`config.mk`:
```
export PLATFORM = sky130hd
export DESIGN_NAME = tap_accumulator_9
export DESIGN_NICKNAME = d
export VERILOG_FILES = /design/src/rtl/tap_accumulator_9.sv
export SDC_FILE = /design/constraint.sdc
export NUM_CORES = 1
export LEC_CHECK = 0
export ABC_AREA = 1
export BUFFER_PORTS_ARGS = -buffer_cell sky130_fd_sc_hd__buf_2
export CORE_MARGIN = 5
export CORE_UTILIZATION = 60
export DETAILED_ROUTE_END_ITERATION = 10
export PLACE_DENSITY_LB_ADDON = 0.2
export REMOVE_ABC_BUFFERS = 1
export SYNTH_ARGS = -nofsm -noshare
export SYNTH_HDL_FRONTEND = slang
export SYNTH_SLANG_ARGS = --single-unit
export TNS_END_PERCENT = 30
```
`constraint.sdc`:
```
create_clock -name clk -period 4.4 [get_ports clk]
set_input_delay 0.22 -clock clk [delete_from_list [all_inputs] [get_ports clk]]
set_output_delay 0.22 -clock clk [all_outputs]
set_load 0.02 [all_outputs]
```
`src/rtl/tap_accumulator_9.sv`:
```
// Consumer end of the 9-tap sequencer: multiply-accumulates one 3x3 window per 9 in-order taps.
// Define TAP_ACC_SAT_EN to saturate the result to OUT_W; otherwise it wraps.
module tap_accumulator_9 #(
  parameter int DATA_W = 8,
  parameter int OUT_W  = 16,
  parameter int ACC_W  = 2*DATA_W+4
) (
  input  logic                     clk,
  input  logic                     reset,
  input  logic                     tap_valid,
  input  logic [3:0]               tap_idx,
  input  logic signed [DATA_W-1:0] pixel,
  input  logic signed [DATA_W-1:0] weight,
  output logic                     tap_ready,
  output logic                     out_valid,
  input  logic                     out_ready,
  output logic signed [OUT_W-1:0]  out_data,
  output logic                     seq_error,
  output logic [15:0]              win_count
);

  localparam logic [3:0] LAST_IDX = 4'd8;

  logic signed [ACC_W-1:0]    acc_reg;
  logic [3:0]                 expected_reg;
  logic signed [2*DATA_W-1:0] product;
  logic signed [ACC_W-1:0]    product_ext;
  logic signed [ACC_W-1:0]    result;
  logic [OUT_W-1:0]           conv_data;
  logic                       accept;
  logic                       in_order;
  logic                       closing;

  assign product     = pixel * weight;
  assign product_ext = {{(ACC_W-2*DATA_W){product[2*DATA_W-1]}}, product};
  assign result      = acc_reg + product_ext;

  // Only the closing tap waits on an unread result; earlier taps keep flowing.
  assign tap_ready = ~(out_valid & ~out_ready & (expected_reg == LAST_IDX));
  assign accept    = tap_valid & tap_ready;
  assign in_order  = (tap_idx == expected_reg);
  assign closing   = accept & in_order & (expected_reg == LAST_IDX);

`ifdef TAP_ACC_SAT_EN
  localparam logic signed [ACC_W-1:0] SAT_MAX = {{(ACC_W-OUT_W+1){1'b0}}, {(OUT_W-1){1'b1}}};
  localparam logic signed [ACC_W-1:0] SAT_MIN = {{(ACC_W-OUT_W+1){1'b1}}, {(OUT_W-1){1'b0}}};

  always_comb begin
    conv_data = result[OUT_W-1:0];
    if (result > SAT_MAX)
      conv_data = SAT_MAX[OUT_W-1:0];
    else if (result < SAT_MIN)
      conv_data = SAT_MIN[OUT_W-1:0];
  end
`else
  always_comb begin
    conv_data = result[OUT_W-1:0];
  end
`endif

  always_ff @(posedge clk or negedge reset) begin
    if (!reset) begin
      acc_reg      <= '0;
      expected_reg <= '0;
      out_valid    <= 1'b0;
      out_data     <= '0;
      seq_error    <= 1'b0;
      win_count    <= '0;
    end else begin
      if (accept) begin
        if (in_order) begin
          if (expected_reg == 4'd0) begin
            acc_reg      <= product_ext;
            expected_reg <= 4'd1;
          end else if (expected_reg == LAST_IDX) begin
            acc_reg      <= '0;
            expected_reg <= 4'd0;
            out_data     <= conv_data;
            win_count    <= win_count + 16'd1;
          end else begin
            acc_reg      <= result;
            expected_reg <= expected_reg + 4'd1;
          end
        end else begin
          // An out-of-order index 0 is treated as the start of a fresh window.
          seq_error <= 1'b1;
          if (tap_idx == 4'd0) begin
            acc_reg      <= product_ext;
            expected_reg <= 4'd1;
          end else begin
            acc_reg      <= '0;
            expected_reg <= 4'd0;
          end
        end
      end

      if (closing)
        out_valid <= 1'b1;
      else if (out_valid && out_ready)
        out_valid <= 1'b0;
    end
  end

endmodule

```
==> metrics list, run 1 <==
* Clock buffer depth: 2
* Cell area after layout: around 8400 µm²
- Post-synthesis async set-or-reset flop share: 1.000
- Fill cells in the final layout number approximately 470.
* Post-detailed-route count of antenna-violating nets: 0
* TNS Setup: -9.389 ns
* Pins over their slew limit: 0
* Area delta synth->final: 37.90%
- Total of flip-flops plus latches after synthesis: 54
* Core Area: 9864 µm²
* Post-route clock skew: between 0.009 and 0.01 ns
* Insertion delay of the later-clocked pin in the worst-skew pair: 0.32 ns
- Post-DR vias/cell: about 6
- Register area share after synthesis: 0.2206
* Diode count: 0
* Number of global-route vias before repair: ~6.7k
- The flow ran to the end, but the final reports show violations.
* Overall global routing resource usage: 0.2997
* Number of antenna violations at the first check in global routing: 0
- Most frequently used flop master after synthesis: sky130_fd_sc_hd__dfrtp_1
* # clock sinks: 54
* Number of failing setup endpoints in the final timing report: 18
- Among all stages on the critical path, the largest delay is contributed by sky130_fd_sc_hd__fa_1.
* 1st-iter DRT viols: 790
- Gp weighted congestion: around 1
- Buffers placed on the I/O ports in this run total 58.
- Max-cap violations: 0
- Top cells by count, synth: sky130_fd_sc_hd__nand2_1, sky130_fd_sc_hd__inv_1, sky130_fd_sc_hd__fa_1
- Headroom to the max-slew limit came out at 0.3523.
- Required time of the critical path: roughly 4.7 ns
- The netlist uses between 40 and 50 different library cells.
- TritonCTS clock tree: yes
- Die outline height: 111.0 µm
* Violations in the final reports: DRC, setup timing
* Cell area reported after detailed placement: 7212 µm²
- For this run, the top clock speed supported by timing is between 150 and 200 MHz.
* Area taken by flip-flops and latches: about 1400 µm²
* Clock period minus worst slack: 5.264 ns
- Maximum fanout along the worst path: 8
* Synth top area share: 0.2206
- After technology mapping, the gate count stands at just over 800.
* Final hold violations: 0
- Wires add up to 22.34 mm.
* Nature of the critical path endpoint: flop
* Critical Path Source Type: input pin
- Warning count from the yosys run: 0
- The largest single stage delay on the critical path is 0.58 ns.
* Min-delay worst type: input pin to asynchronous set/reset pin
- Data on the critical path arrives at its endpoint at 5.52 ns.
* Top cells by area in the synthesized netlist: sky130_fd_sc_hd__dfrtp_1, sky130_fd_sc_hd__fa_1, sky130_fd_sc_hd__nand2_1, sky130_fd_sc_hd__inv_1, sky130_fd_sc_hd__ha_1
- Clk slew on worst S/H paths: around 0.10 ns
- The setup path with the least slack is of type input pin to flop.
- Mean routed wirelength per cell: 19.84 µm
- Number of nets in the final layout: roughly 1.1k
* Unrepaired setup endpoints after global routing: true
- Part of the cycle the worst path needs: 1.196
- Crit path top cell by count: sky130_fd_sc_hd__nand2_1
* Worst-margin pin slew: 0.9705 ns
- The biggest area contributor in the post-synthesis netlist is sky130_fd_sc_hd__dfrtp_1.
* Clock Root Buffer: sky130_fd_sc_hd__clkbuf_8
- Post-detailed-route DRC marker count: 3
* Starting Density: 0.6209
- Fraction of final layout cells with drive strength greater than 1: 0.3575
- Dividing the synthesized area by the synthesized cell count gives between 7 and 8 µm².
- The final route contains ~6.8k vias.
- Summing all multi-input logic gate instances after layout gives approximately 4800 µm².
* Most common cell in the netlist: sky130_fd_sc_hd__nand2_1
- The die is 111.0 µm wide.
- After clock tree synthesis, the flow added hold-fix buffers numbering 0.
- The total overflow left after global routing is 0.
- Number of buffers created by CTS: 5
- Pin count of the biggest net entering global routing: 55
- I/O pin cnt: 59
- The die covers between 10000 and 15000 µm².
- First-pass GRT wire length: around 31 mm
- Area of the mapped netlist: slightly above 6000 µm²
* Core Rows: 36
- At the end of the flow the core is filled with cells to 0.8562.
* Number of flops mapped to enable cells by yosys: 0
- Before antenna repair, the detailed router went through 11 iterations.
- Clock H-tree levels: 2
* Worst setup margin: -0.8640 ns
- HPWL after DPL: approximately 12 mm
==> routing by layer <==
metal,track usage,vias up,share of wire
met3,0.05841,227,0.10
li1,-,2837,-
met4,0.1273,0,0.083
met1,0.3404,3166,0.35
met2,0.5469,549,0.47
met5,0,-,0
==> what timing repair did <==
action                                  CTS  global route
pin swaps                                85            61
gates resized for setup                 146            89
setup buffers                            21             8
endpoints found under the setup margin   18            18
==> worst max-delay path: cells and delay by family <==
| kind | cells | cell delay, ns |
|---|---|---|
| simple gates | 10 | 0.83 |
| compound gates | 5 | 0.72 |
| buf+inv | 9 | 0.86 |
| xor+xnor | 1 | 0.28 |
| fa+ha+maj | 6 | 2.58 |
==> cell families (layout without fill, tap and decap cells) <==
family          Yosys count  count (layout)  share of synthesized area
buf+inv                 213             378                     0.1318
simple gates            335             335                     0.2368
xor+xnor                 34              34                    0.04862
fa+ha+maj               103             103                     0.2791
flops                    54              54                     0.2206
compound gates           89              89                    0.08314
==> final cells by class <==
type                            instances  share of cell area
Clock buffer                            5            0.008148
Clock inverter                          2            0.001630
Inverter                              189             0.08489
Multi-Input combinational cell        561              0.5647
Sequential cell                        54              0.1600
Tap cell                              133             0.01970
Timing Repair Buffer                  182              0.1609
==> worst paths after layout <==
check	endpoint	slack [ns]	cells after the start	from
worst max-delay path	acc_reg[15]	-0.86	31	pixel[7]
worst min-delay path	out_data[1]	0.02	2	reset
worst max register to register	out_data[7]	1.50	11	expected_reg[0]
worst min register to register	out_data[0]	0.48	2	out_data[0]
max in group asynchronous	acc_reg[9]	3.89	2	reset
min in group clk	expected_reg[2]	0.09	2	tap_valid
==> cells in the final DEF, fill, tap and decap left out, types with 7 or more instances in the layout <==
cell type                 instances
sky130_fd_sc_hd__inv_1          157
sky130_fd_sc_hd__fa_1            53
sky130_fd_sc_hd__nor2_2           8
sky130_fd_sc_hd__nand2_4         19
sky130_fd_sc_hd__o21ai_0         18
sky130_fd_sc_hd__nor2_1          30
sky130_fd_sc_hd__inv_2           29
sky130_fd_sc_hd__buf_4          110
sky130_fd_sc_hd__dfrtp_1         54
sky130_fd_sc_hd__buf_2           47
sky130_fd_sc_hd__nor2_4          10
sky130_fd_sc_hd__a21oi_2         12
sky130_fd_sc_hd__ha_4            18
sky130_fd_sc_hd__xor2_1          18
sky130_fd_sc_hd__ha_1            28
sky130_fd_sc_hd__a21oi_4          7
sky130_fd_sc_hd__xnor2_1          9
sky130_fd_sc_hd__o22ai_1          7
sky130_fd_sc_hd__buf_6           22
sky130_fd_sc_hd__nand2_2         21
sky130_fd_sc_hd__nand3_1         22
sky130_fd_sc_hd__nand2_1        191
sky130_fd_sc_hd__a21oi_1         15
==> through the flow <==
stage / hold slack (ns) / std cells / worst slack, ns
6_report: 0.02385 / 1126 / -0.8640
3_5_place_dp: 0.4072 / 1092 / -1.181
5_1_grt: 0.09659 / 1126 / -0.9989
3_3_place_gp: 0.3798 / 1092 / -1.072
4_1_cts: 0.06529 / 1120 / -0.2928
2_1_floorplan: -0.07559 / 804 / -0.8137
Power of run 1 is not shown: default switching activity piles up to over one toggle a cycle in this logic, so the estimate is an artifact.
==> run 2: changes to the inputs <==
Clock period 4.4 ns to 6.1 ns, I/O delays scaled along.
==> run 2 against run 1 <==
  * The flow now finishes without violations
  * Sequential cell count stayed put
  * First-iteration DRC count decreased by 61%
  * Via count decreased by 22%
  * Global-route usage is 7.5 points lower
  * Critical path depth rose by 1
  * Die area did not move
  * Critical endpoint unchanged
  * Largest cell class unchanged
  * Highest routed layer unchanged
==> metrics list, run 2 (synthesized netlist as in run 1, its figures left out) <==
* Worst slew margin relative to its limit: 0.4187 (+0.06641)
- The standard cell core area was 9864 µm² (unchanged).
- The final weighted congestion in routability-driven placement came to 0.9395 (-4.1%).
- The worst setup path is captured at a flop.
- The overall fraction of global-route tracks in use is 0.2243 (-0.07537).
- Die outline height: 111.0 µm (unchanged)
- For this design the static power due to leakage is around 4.0 nW.
* Number of global-route vias before repair: 5407 (-20%)
* Worst path max stage delay: 0.54 ns (-0.04 ns)
- The final global-route overflow total was 0 (unchanged).
- The worst-case hold slack came to 0.1145 ns (+0.09062 ns).
- Number of failing setup endpoints in the final timing report: 0 (-18)
- The final count of pins violating max slew is 0 (unchanged).
- I/O pin cnt: 59 (unchanged)
* Register-to-Register Setup Slack: 3.29 ns (+1.79 ns)
- Pin count of the biggest net entering global routing: 55 (unchanged)
- Critical Path Stages: 32 (+3.2%)
- Core Rows: 36 (unchanged)
* PortBufs: 58 (unchanged)
- The antenna diode count is 0 (unchanged).
- The startpoint identified for the worst register-to-register timing path is expected_reg[0].
* Post-CTS setup-driven buffer insertion count: 0 (-100%)
- TritonCTS clock tree: yes
* Combined buffer and inverter count along the critical path: 7 (-2)
- Run status: completed
* Slowest stage cell on the critical path: sky130_fd_sc_hd__fa_1
* Maximum frequency from static timing analysis: approximately 180 MHz
* Power per standard cell area: about 440 nW/µm²
* Filler cells: 857 (+81%)
- Clock buffer depth: 2 (unchanged)
- Clock period minus worst slack: roughly 5.5 ns
- The length in cells of the worst reg-to-reg path came to 8 (-3).
- # clock sinks: 54 (unchanged)
- The area of the die was 12330 µm² (unchanged).
* Maximum fanout along the worst path: 8 (unchanged)
- Tracing the worst setup path back leads to its startpoint at weight[7].
- The global-route wire length before repair came to 23.53 mm (-23%).
- The aggregate routed wire length came to 13.42 mm (-40%).
- Number of buffers created by CTS: 5 (unchanged)
- Fraction of final layout cells with drive strength greater than 1: 0.1056 (-0.2519)
- The DRC violations left is 0 (-3).
* IR Drop Worst-Case VDD: ~0.36 mV
- Starting Density: 0.6209 (unchanged)
- In the finished design, the share of the clock period the worst path needs comes to 0.9024.
- Min-delay worst type: input pin to asynchronous set/reset pin
- STA classifies the critical path startpoint as an input pin.
- Number of antenna violations at the first check in global routing: 0 (unchanged)
* First-pass DRT Iterations: 7 (-4)
- HPWL after DPL: 10.96 mm (-7.6%)
- Setup repair after global routing left no endpoint under its margin.
* Post-detailed-route count of antenna-violating nets: 0 (unchanged)
- Max-cap violations: 0 (unchanged)
- Grouping stages by cell kind, the critical path spends the most delay in adder cells.
- The detailed-route vias per instance was 5.246 (-13%).
- The library cell used most frequently in the layout, excluding fill and tap cells, is sky130_fd_sc_hd__nand2_1.
- Critical path data arrival time: 5.75 ns (+0.23 ns)
- The slew at the pin closest to its max-slew limit came to 0.8710 ns (-0.09951 ns).
- Final hold violations: 0 (unchanged)
* Overall die width: 111.0 µm (unchanged)
* Mean routed wirelength per cell: 13.36 µm (-33%)
- The clock latency of the later-clocked register in the worst-skew pair came to 0.31 ns (about the same).
- The register clock-pin slew on the reported worst setup and hold paths is 0.10 ns (about the same).
- The total negative setup slack is 0 ns (+9.389 ns).
- Compared with the post-synthesis result, the final layout area differs by 7.497%.
- The tree is rooted in a sky130_fd_sc_hd__clkbuf_8.
- Via count: 5267 (-22%)
* Number of nets in the final layout: 997 (-11%)
- End point of the critical path: acc_reg[15]
- Post-layout util: 0.6674 (-0.1887)
* Critical path class: input pin to flop
- Destination of the worst register-to-register timing path: acc_reg[1]
- The critical path required time is 6.35 ns (+1.70 ns).
* Crit path top cell by count: sky130_fd_sc_hd__nand2_1
* Clock H-tree levels: 2 (unchanged)
* Commonest non-fill, non-tap cells in the layout: sky130_fd_sc_hd__nand2_1, sky130_fd_sc_hd__inv_1, sky130_fd_sc_hd__buf_2
- Post-route clock skew: 0.009490 ns (-0.0002302 ns)
* 1st-iter DRT viols: 311 (-61%)
-- run 2: cell count changes in the layout (fill, tap and decap cells not counted), sizes merged --
cell	delta
buf	-123
clkbuf	+1
clkinv	+1
inv	-1
-- run 2: worst min path at each step --
stage / to / slack [ns] / depth (start not counted)
global route: win_count[12] / 0.19 / 2
detailed placement: out_data[4] / 0.46 / 2
CTS: out_data[0] / 0.15 / 2
floorplan: acc_reg[0] / 0.009 / 0
global placement: out_data[0] / 0.45 / 2
finish: out_data[0] / 0.11 / 2
-- run 2: per-stage QoR --
| step | std cells | power, mW | area, µm² | worst slack [ns] |
|---|---|---|---|---|
| 2_1_floorplan | 804 | 2.174 | 6027 | 0.8013 |
| 3_3_place_gp | 996 | 2.569 | 6491 | 0.3621 |
| 3_5_place_dp | 996 | 2.638 | 6491 | 0.1719 |
| 4_1_cts | 1004 | 2.849 | 6578 | 0.4757 |
| 5_1_grt | 1004 | 3.231 | 6584 | 0.05698 |
| 6_report | 1004 | 2.874 | 6584 | 0.5956 |
-- run 2: where the power goes --
group | leakage (nW) | internal [mW] | total [mW] | switching [mW]
combinational | 3.23 | 0.834 | 2.27 | 1.43
sequential | 0.733 | 0.386 | 0.403 | 0.0176
clock | 0.0452 | 0.0814 | 0.202 | 0.121
total | 4.01 | 1.30 | 2.87 | 1.57
-- run 2: per-layer routing --
metal	track usage	wire length [µm]
met3	0.03439	646
met5	0	0
met2	0.4005	6568
met4	0.05353	274
met1	0.2866	5929
-- run 2: layout make-up --
cell class                 instances  area (µm²)  share of cell area
multi-input combinational        561        3973              0.6034
sequential                        54        1351              0.2052
inverter                         189       709.4              0.1078
timing repair buffer              59       297.8             0.04523
tap                              133       166.4             0.02528
clock buffer                       6       72.57             0.01102
clock inverter                     2       13.76            0.002090
-- run 2: timing repair --
item	in CTS	in global routing
gates resized for setup	0	2
setup endpoints to repair	0	1
hold buffers	0	0
No activity file was read; power rests on OpenSTA's default activity.
